===== src/rtl/activation_drain.sv =====
// -----------------------------------------------------------------------------
// activation_drain
// Output stage behind `activation`. It tracks each beat issued to the
// activation pipeline, catches the post-activation vector on the cycle it
// emerges, buffers it in a small FIFO and hands it downstream over
// valid/ready. Each tile's final beat is marked with last_o.
// Credit-style ready_o counts both the buffered beats and the beats still
// inside the activation pipeline, so an upstream issuer that honours it can
// never overflow the FIFO.
//
// Ports:
//   clk_i         clock
//   rst_ni        asynchronous active-low reset
//   clear_i       synchronous flush of all state; wins over every other event
//   calc_en_i     a beat enters `activation` this cycle (always accepted)
//   ready_o       upstream may issue (occupancy < DEPTH); registered
//   act_data_i    `activation` data_o, N_PE lanes of WO bits
//   tile_beats_i  beats per tile; 0 behaves as 1
//   valid_o       data_o/last_o hold a buffered beat
//   ready_i       downstream accepts the beat this cycle
//   data_o        head-of-FIFO vector; registered, no fall-through
//   last_o        head beat is the final beat of its tile
//   err_o         sticky: a beat arrived while the FIFO was full
// -----------------------------------------------------------------------------
module activation_drain #(
   parameter int unsigned N_PE        = 16,
   parameter int unsigned WO          = 8,
   parameter int unsigned ACT_LATENCY = 2,
   parameter int unsigned DEPTH       = 8
) (
   input  logic                 clk_i,
   input  logic                 rst_ni,
   input  logic                 clear_i,
   input  logic                 calc_en_i,
   output logic                 ready_o,
   input  logic [N_PE*WO-1:0]   act_data_i,
   input  logic [15:0]          tile_beats_i,
   output logic                 valid_o,
   input  logic                 ready_i,
   output logic [N_PE*WO-1:0]   data_o,
   output logic                 last_o,
   output logic                 err_o
);

   localparam int unsigned DW    = N_PE * WO;
   localparam int unsigned PTR_W = $clog2(DEPTH);
   localparam int unsigned CNT_W = PTR_W + 1;
   // Wide enough for a full FIFO plus a full tag pipeline (overrun case).
   localparam int unsigned OCC_W = $clog2(DEPTH + ACT_LATENCY + 1);

   // Tag pipeline mirrors the activation's register depth, one bit per stage.
   logic [ACT_LATENCY-1:0] tag_q, tag_d;

   logic [PTR_W-1:0]       wr_ptr_q, wr_ptr_d;
   logic [PTR_W-1:0]       rd_ptr_q, rd_ptr_d;
   logic [CNT_W-1:0]       count_q, count_d;
   logic [15:0]            beat_cnt_q, beat_cnt_d;

   logic                   valid_q, valid_d;
   logic                   last_q, last_d;
   logic                   err_q, err_d;
   logic                   ready_q, ready_d;
   logic [DW-1:0]          data_q, data_d;

   logic [DW-1:0]          mem_q [DEPTH];

   logic                   tap;
   logic                   pop;
   logic                   full;
   logic                   push_ok;
   logic                   drop;
   logic [15:0]            tile_m1;
   logic [OCC_W-1:0]       inflight_d;
   logic [OCC_W-1:0]       occ_d;

   // Event decode for this cycle.
   always_comb begin
      tap     = tag_q[ACT_LATENCY-1];
      pop     = valid_q && ready_i;
      full    = (count_q == CNT_W'(DEPTH));
      // A pop in the same cycle frees the slot, so a full FIFO can still push.
      push_ok = tap && (!full || pop);
      drop    = tap && full && !pop;
      tile_m1 = (tile_beats_i == 16'd0) ? 16'd0 : (tile_beats_i - 16'd1);
   end

   // Next-state for tags, FIFO bookkeeping, tile counter and registered outputs.
   always_comb begin
      tag_d      = ACT_LATENCY'({tag_q, calc_en_i});
      wr_ptr_d   = wr_ptr_q;
      rd_ptr_d   = rd_ptr_q;
      count_d    = count_q;
      beat_cnt_d = beat_cnt_q;
      err_d      = err_q;
      data_d     = data_q;
      valid_d    = 1'b0;
      last_d     = 1'b0;
      ready_d    = 1'b1;
      inflight_d = '0;
      occ_d      = '0;

      if (clear_i) begin
         tag_d      = '0;
         wr_ptr_d   = '0;
         rd_ptr_d   = '0;
         count_d    = '0;
         beat_cnt_d = '0;
         err_d      = 1'b0;
         data_d     = '0;
      end else begin
         if (push_ok) begin
            wr_ptr_d = wr_ptr_q + PTR_W'(1);
         end
         if (pop) begin
            rd_ptr_d   = rd_ptr_q + PTR_W'(1);
            beat_cnt_d = last_q ? 16'd0 : (beat_cnt_q + 16'd1);
         end
         count_d = count_q + CNT_W'(push_ok) - CNT_W'(pop);
         if (drop) begin
            err_d = 1'b1;
         end

         // Preload the next head; it may be the beat being written right now.
         if (count_d != '0) begin
            if (push_ok && (wr_ptr_q == rd_ptr_d)) begin
               data_d = act_data_i;
            end else begin
               data_d = mem_q[rd_ptr_d];
            end
         end

         valid_d = (count_d != '0);
         last_d  = valid_d && (beat_cnt_d == tile_m1);

         for (int unsigned i = 0; i < ACT_LATENCY; i++) begin
            inflight_d = inflight_d + OCC_W'(tag_d[i]);
         end
         occ_d   = OCC_W'(count_d) + inflight_d;
         ready_d = (occ_d < OCC_W'(DEPTH));
      end
   end

   // Control and output registers.
   always_ff @(posedge clk_i or negedge rst_ni) begin
      if (!rst_ni) begin
         tag_q      <= '0;
         wr_ptr_q   <= '0;
         rd_ptr_q   <= '0;
         count_q    <= '0;
         beat_cnt_q <= '0;
         valid_q    <= 1'b0;
         last_q     <= 1'b0;
         err_q      <= 1'b0;
         ready_q    <= 1'b1;
         data_q     <= '0;
      end else begin
         tag_q      <= tag_d;
         wr_ptr_q   <= wr_ptr_d;
         rd_ptr_q   <= rd_ptr_d;
         count_q    <= count_d;
         beat_cnt_q <= beat_cnt_d;
         valid_q    <= valid_d;
         last_q     <= last_d;
         err_q      <= err_d;
         ready_q    <= ready_d;
         data_q     <= data_d;
      end
   end

   // FIFO storage; contents are qualified by count, so no reset is needed.
   always_ff @(posedge clk_i) begin
      if (push_ok && !clear_i) begin
         mem_q[wr_ptr_q] <= act_data_i;
      end
   end

   assign ready_o = ready_q;
   assign valid_o = valid_q;
   assign data_o  = data_q;
   assign last_o  = last_q;
   assign err_o   = err_q;

endmodule


===== config.mk =====
export PLATFORM = sky130hd
export DESIGN_NAME = activation_drain
export DESIGN_NICKNAME = d
export VERILOG_FILES = /design/src/rtl/activation_drain.sv
export SDC_FILE = /design/constraint.sdc
export NUM_CORES = 2
export LEC_CHECK = 0
export BUFFER_PORTS_ARGS = -buffer_cell sky130_fd_sc_hd__buf_2
export CAP_MARGIN = 15
export CORE_AREA = 2 2 324 326
export DETAILED_ROUTE_END_ITERATION = 7
export DIE_AREA = 0 0 326 328
export SLEW_MARGIN = 5
export SYNTH_ARGS = -nofsm -noshare
export SYNTH_HDL_FRONTEND = slang
export SYNTH_SLANG_ARGS = --single-unit

===== constraint.sdc =====
create_clock -name clk_i -period 32.2 [get_ports clk_i]
set_input_delay 3.22 -clock clk_i [delete_from_list [all_inputs] [get_ports clk_i]]
set_output_delay 3.22 -clock clk_i [all_outputs]
set_load 0.03 [all_outputs]

=== Word-level counts from Yosys, hierarchy flattened ===
Memories as Yosys holds them, arrays and structs flattened.
Index checks and enable logic that the tools add are counted.

* Register bits: 160
* RAM bits: 1024
* Input port bits: 149
* Output and inout port bits: 132
* Logic and storage cells: 61
* Memories: 1

* $add $sub $neg: 8
* $lt $le $gt $ge: 1
* Equal/unequal tests: 3
* Muxes and demuxes: 22
* Reduce and logical (&&, ||, !) cells: 16

{| class="wikitable"
|+ Memory list
! name !! depth !! bits a word !! read ports !! clocked after Yosys merged registers in !! wr ports !! RTL line !! text
|-
| mem_q || 8 || 128 || 1 || 0 || 1 || 65 || <nowiki>logic [DW-1:0] mem_q [DEPTH];</nowiki>
|}

{| class="wikitable"
|+ Operators by type and width
! cell !! count
|-
| $mux W128 || 3
|-
| $mux W16 || 5
|-
| $add A16 B1 Y16 const B || 1
|-
| $eq A16 B16 Y1 || 1
|-
| $logic_not A16 Y1 || 1
|-
| $sub A16 B1 Y16 const B || 1
|-
| $mux W3 || 5
|-
| $logic_and A1 B1 Y1 || 7
|-
| $mux W1 || 7
|-
| $add A3 B1 Y3 const B || 2
|-
| $reduce_bool A2 Y1 || 3
|-
| $add A4 B1 Y4 || 1
|-
| $add A4 B2 Y4 || 1
|-
| $eq A4 B4 Y1 const B || 1
|-
| $lt A4 B4 Y1 const B || 1
|-
| $mux W4 || 1
|-
| $reduce_bool A4 Y1 || 1
|-
| $sub A4 B1 Y4 || 1
|-
| $eq A3 B3 Y1 || 1
|-
| $logic_not A1 Y1 || 3
|-
| $add A1 B1 Y2 || 1
|-
| $mux W2 || 1
|-
| $logic_or A1 B1 Y1 || 1
|}

=== Depth between registers and ports, before layout ===
* Depth after elaboration: 9
* Gate-level depth with buffers: 16

=== Least setup slack after synthesis ===
No wires, ideal clock.

* Path kind: input to register
* From: input port ready_i
* To: memory mem_q[0][0] (netlist name) (enable)
* Data arrival time: 12.740 ns
* Data required time: 31.428 ns
* Path slack: 18.689 ns
* Cell stages on the path: 6
* Path buffers: 1
* Cells stage by stage: buf_4 > nand2_4 > nand3_1 > nand2_1 > or3_1 > nor3_1

* Longest elaborated chain between the ends: 6

{| class="wikitable"
|+ RTL lines
! element !! RTL line !! text
|-
| from (decl) || 39 || <nowiki>input logic ready_i,</nowiki>
|-
| $logic_and A1 B1 Y1 || 79 || <nowiki>pop = valid_q && ready_i;</nowiki>
|-
| $logic_or A1 B1 Y1 || 82 || <nowiki>push_ok = tap && (!full || pop);</nowiki>
|-
| $logic_and A1 B1 Y1 || 82 ||
|-
| $logic_and A1 B1 Y1 || 172 || <nowiki>if (push_ok && !clear_i) begin</nowiki>
|-
| $mux W1 || 172 ||
|-
| $mux W1 (not written as such) || 173 || <nowiki>mem_q[wr_ptr_q] <= act_data_i;</nowiki>
|-
| to (decl) || 65 ||
|}

Every way passes these cells.

=== Worst setup path in the final report ===
* From: input port ready_i
* To: register data_q[120] (netlist: data_o[120])

* Longest elaborated chain between the ends: 8
* Elaborated cells on any way between the ends: 15

{| class="wikitable"
|+ RTL lines
! element !! RTL line !! text
|-
| $logic_and A1 B1 Y1 * || 79 ||
|-
| parallel branches: the longest is 7 deep, another holds $add A4 B1 Y4 || -- ||
|-
| to (signal assigned) || 166 || <nowiki>data_q <= data_d;</nowiki>
|-
| to (decl) || 63 || <nowiki>logic [DW-1:0] data_q, data_d;</nowiki>
|}

Every way passes the cells marked *. The select of a mux whose other input is x is not followed.
A chain may end at the register's enable or synchronous reset.

==> out/qor.txt <==
status: complete, no violations
Die W: 326 um
post-CTS setup buffers: 0
Post-Layout Cell Count: 4252
GR Util All Layers: 0.197
CP Class: primary input to register
Final Cycle Share: 0.230
CTS Buffer Depth: 3
first-pass GRT wire length: 158000 um
Most Crowded Layer GR: met2
PostCTS Resize Cnt: 0
CTS tree: yes
clock period minus worst slack: 7.42 ns
initial DRC count: 1950
DRC violations left: 0
crit path max fanout: 69
CTS buffer count: 118
Routed WL per cell: 24.7 um
Setup violations, final: 0
Slew Limit Fails: 0
worst min-delay path class: register to register
synth warn: 0
met1 Track Usage GR: 0.260
post-layout util: 0.517
largest net degree at the start of global routing: 149
grt met3 use: 0.0398
clock sinks: 1184
total power: 4.15 mW
ANT nets after route: 0
Worst Tran Pin Value: 1.09 ns
top_reg_cell synth: edfxtp_1
clock slew at reported path FFs: 0.06 ns
met2 GRT Util: 0.334
number of flops mapped to enable cells by yosys: 1024
IO buf count: 280
Peak Freq: 135 MHz
num rows: 118
reg2reg start: valid_o$_DFF_PN0_
Post-Place Cells: 4027
hold path depth: 2
# IOs: 281
RSZ-0062 raised after global routing: false
Crit path required time: 32.80 ns
vias post-DR: 23800
crit path capture type: register
worst vdd ir: 0.0000793 V
CP Launch Type: primary input
Hold Startpoint: data_o[81]$_DFFE_PN0P_
chip height: 328 um
Total Neg Setup Slack: 0 ns
Post-DP Area: 49300 um2
Core Area: 103000 um2
Routed WL: 105000 um
final instance area: 53300 um2
R2R depth: 14
initial antenna violation count: 28
vias per inst: 5.59
Post-Synthesis Mean Instance Area: 18.7 um2
Worst Setup SP: ready_i
Yosys cell types: 60
pwr dens: 77.8 nW/um2
fillers: 8296
Reg area: 34800 um2
synthesized netlist net count: 2635
Clock Latency Late Sink: 0.71 ns
GRT overflow: 0
endpoints failing hold: 0
Setup Skew: 0.0369 ns
H-tree Lvls: 3
Cells after Synth: 2475
P_leak: 19.2 nW
FFs w/ async S/R, synth: 0.135
WP data arrival: 8.02 ns
nets@finish: 2927
vias in the first global route: 24900
share of cells above drive strength 1: 0.265
First-pass DRT Iterations: 7
Synth Register Bits: 1184
post-synthesis sequential area ratio: 0.750
CTS Hold Buffers Added: 0
max_cap viols: 0
RePlAce Congestion: 0.810
Area Overhead vs Synth: 15.0%
area of the multi-input gates: 11100 um2
mapped cell area: 46400 um2
Die ar.: 107000 um2
root buffer cell: clkbuf_16
initial core utilization: 0.449
Worst slew margin: 0.270
Post-DP HPWL: 53800 um
## cells in the final DEF, fill, tap and decap left out, types with 7 or more instances in the layout
| cell | count |
|---|---|
| clkbuf_1 | 40 |
| clkinv_1 | 10 |
| clkbuf_8 | 15 |
| nor2b_1 | 9 |
| nor2_1 | 31 |
| edfxtp_1 | 1024 |
| nand2_1 | 276 |
| nand2b_1 | 7 |
| buf_2 | 279 |
| clkbuf_16 | 121 |
| bufinv_16 | 13 |
| dfrtp_1 | 159 |
| xor2_1 | 11 |
| nand3_1 | 10 |
| inv_1 | 10 |
| ha_1 | 10 |
| nand4_1 | 7 |
| o21ai_0 | 47 |
| clkinv_2 | 12 |
| nor3_1 | 10 |
| a21oi_1 | 12 |
| buf_4 | 18 |
| buf_12 | 10 |
| nor4_1 | 8 |
| or3_1 | 10 |
| mux4_2 | 256 |
| o21ai_1 | 221 |
| mux2i_1 | 132 |
| xnor2_1 | 18 |
## logic make-up (layout without fill, tap and decap cells)
logic type,count (synthesis),after routing,synth area share
adders and majority gates,11,11,0.00313
buffers and inverters,146,538,0.0135
muxes,389,389,0.153
other,0,5,0
and+or+nand+nor,413,413,0.0401
AOI/OAI and AO/OA,300,300,0.0338
xor gates and xnor gates,32,32,0.00667
DFF,1184,1184,0.750
## layout make-up
cell class                 count  share of cell area
sequential                  1184               0.652
multi-input combinational   1145               0.208
clock buffer                 175              0.0632
timing repair buffer         308              0.0327
tap                         1380              0.0324
clock inverter                45              0.0110
inverter                      10            0.000704
antenna                        5            0.000235
## synthesized netlist by cell type (11+ instances only)
cell      instances  area share
dfrtp_1         159       0.086
o21ai_1         221       0.024
mux4_2          256        0.12
nor2_1           37      0.0030
mux2i_1         133       0.029
a21oi_1          12      0.0013
nor3_1           12      0.0013
xnor2_1          18      0.0034
o21ai_0          47      0.0051
buf_1            27      0.0022
nand2_1         276       0.022
buf_2            46      0.0050
xor2_1           11      0.0021
clkbuf_1         59      0.0048
edfxtp_1       1024        0.66
## layer usage
metal | vias up | wire length, um | part of all wire
li1 | 10400 | - | -
met1 | 12500 | 43700 | 0.42
met2 | 612 | 52600 | 0.50
met3 | 188 | 5960 | 0.057
met4 | 32 | 2580 | 0.025
met5 | - | 199 | 0.0019
## worst max-delay path, cell delays in order
cell	delay [ns]
buf_2	0.20
nand2_4	0.15
nand3_1	0.17
nand2_1	0.16
ha_1	0.32
inv_1	0.04
ha_1	0.20
fa_1	0.42
xor2_1	0.18
nor4_1	0.49
nor2b_4	0.70
buf_4	0.49
buf_4	0.87
nand2_1	0.16
o21ai_1	0.13
## through the flow
step           setup slack, ns  hold WS, ns
5_1_grt                  24.38        0.504
2_1_floorplan            18.69        0.465
3_3_place_gp             24.34        0.466
6_report                 24.78        0.477
3_5_place_dp             24.07        0.467
4_1_cts                  24.79        0.484
## path summary, 6_finish.rpt
check / endpoint / slack (ns)
setup reg to reg: data_o[120]$_DFFE_PN0P_ / 26.85
max in group asynchronous: data_o[79]$_DFFE_PN0P_ / 28.36
hold reg to reg: data_o[81]$_DFFE_PN0P_ / 0.48
setup / recovery: data_o[120]$_DFFE_PN0P_ / 24.78
hold / removal: data_o[81]$_DFFE_PN0P_ / 0.48
min in group asynchronous: data_o[27]$_DFFE_PN0P_ / 2.48
## where the power goes
| part | internal [mW] | switching, mW |
|---|---|---|
| clock | 0.825 | 0.563 |
| combinational | 0.388 | 0.575 |
| sequential | 1.74 | 0.0508 |
| total | 2.96 | 1.19 |
## state kept, by name, indices dropped and copies added, names as in the netlist, 2 cells and up
signal	count
data_o	128
rd_ptr_q	3
wr_ptr_q	3
beat_cnt_q	16
mem_q	1024
tag_q	2
count_q	4
Note: power is estimated with default switching activity, not from simulation.
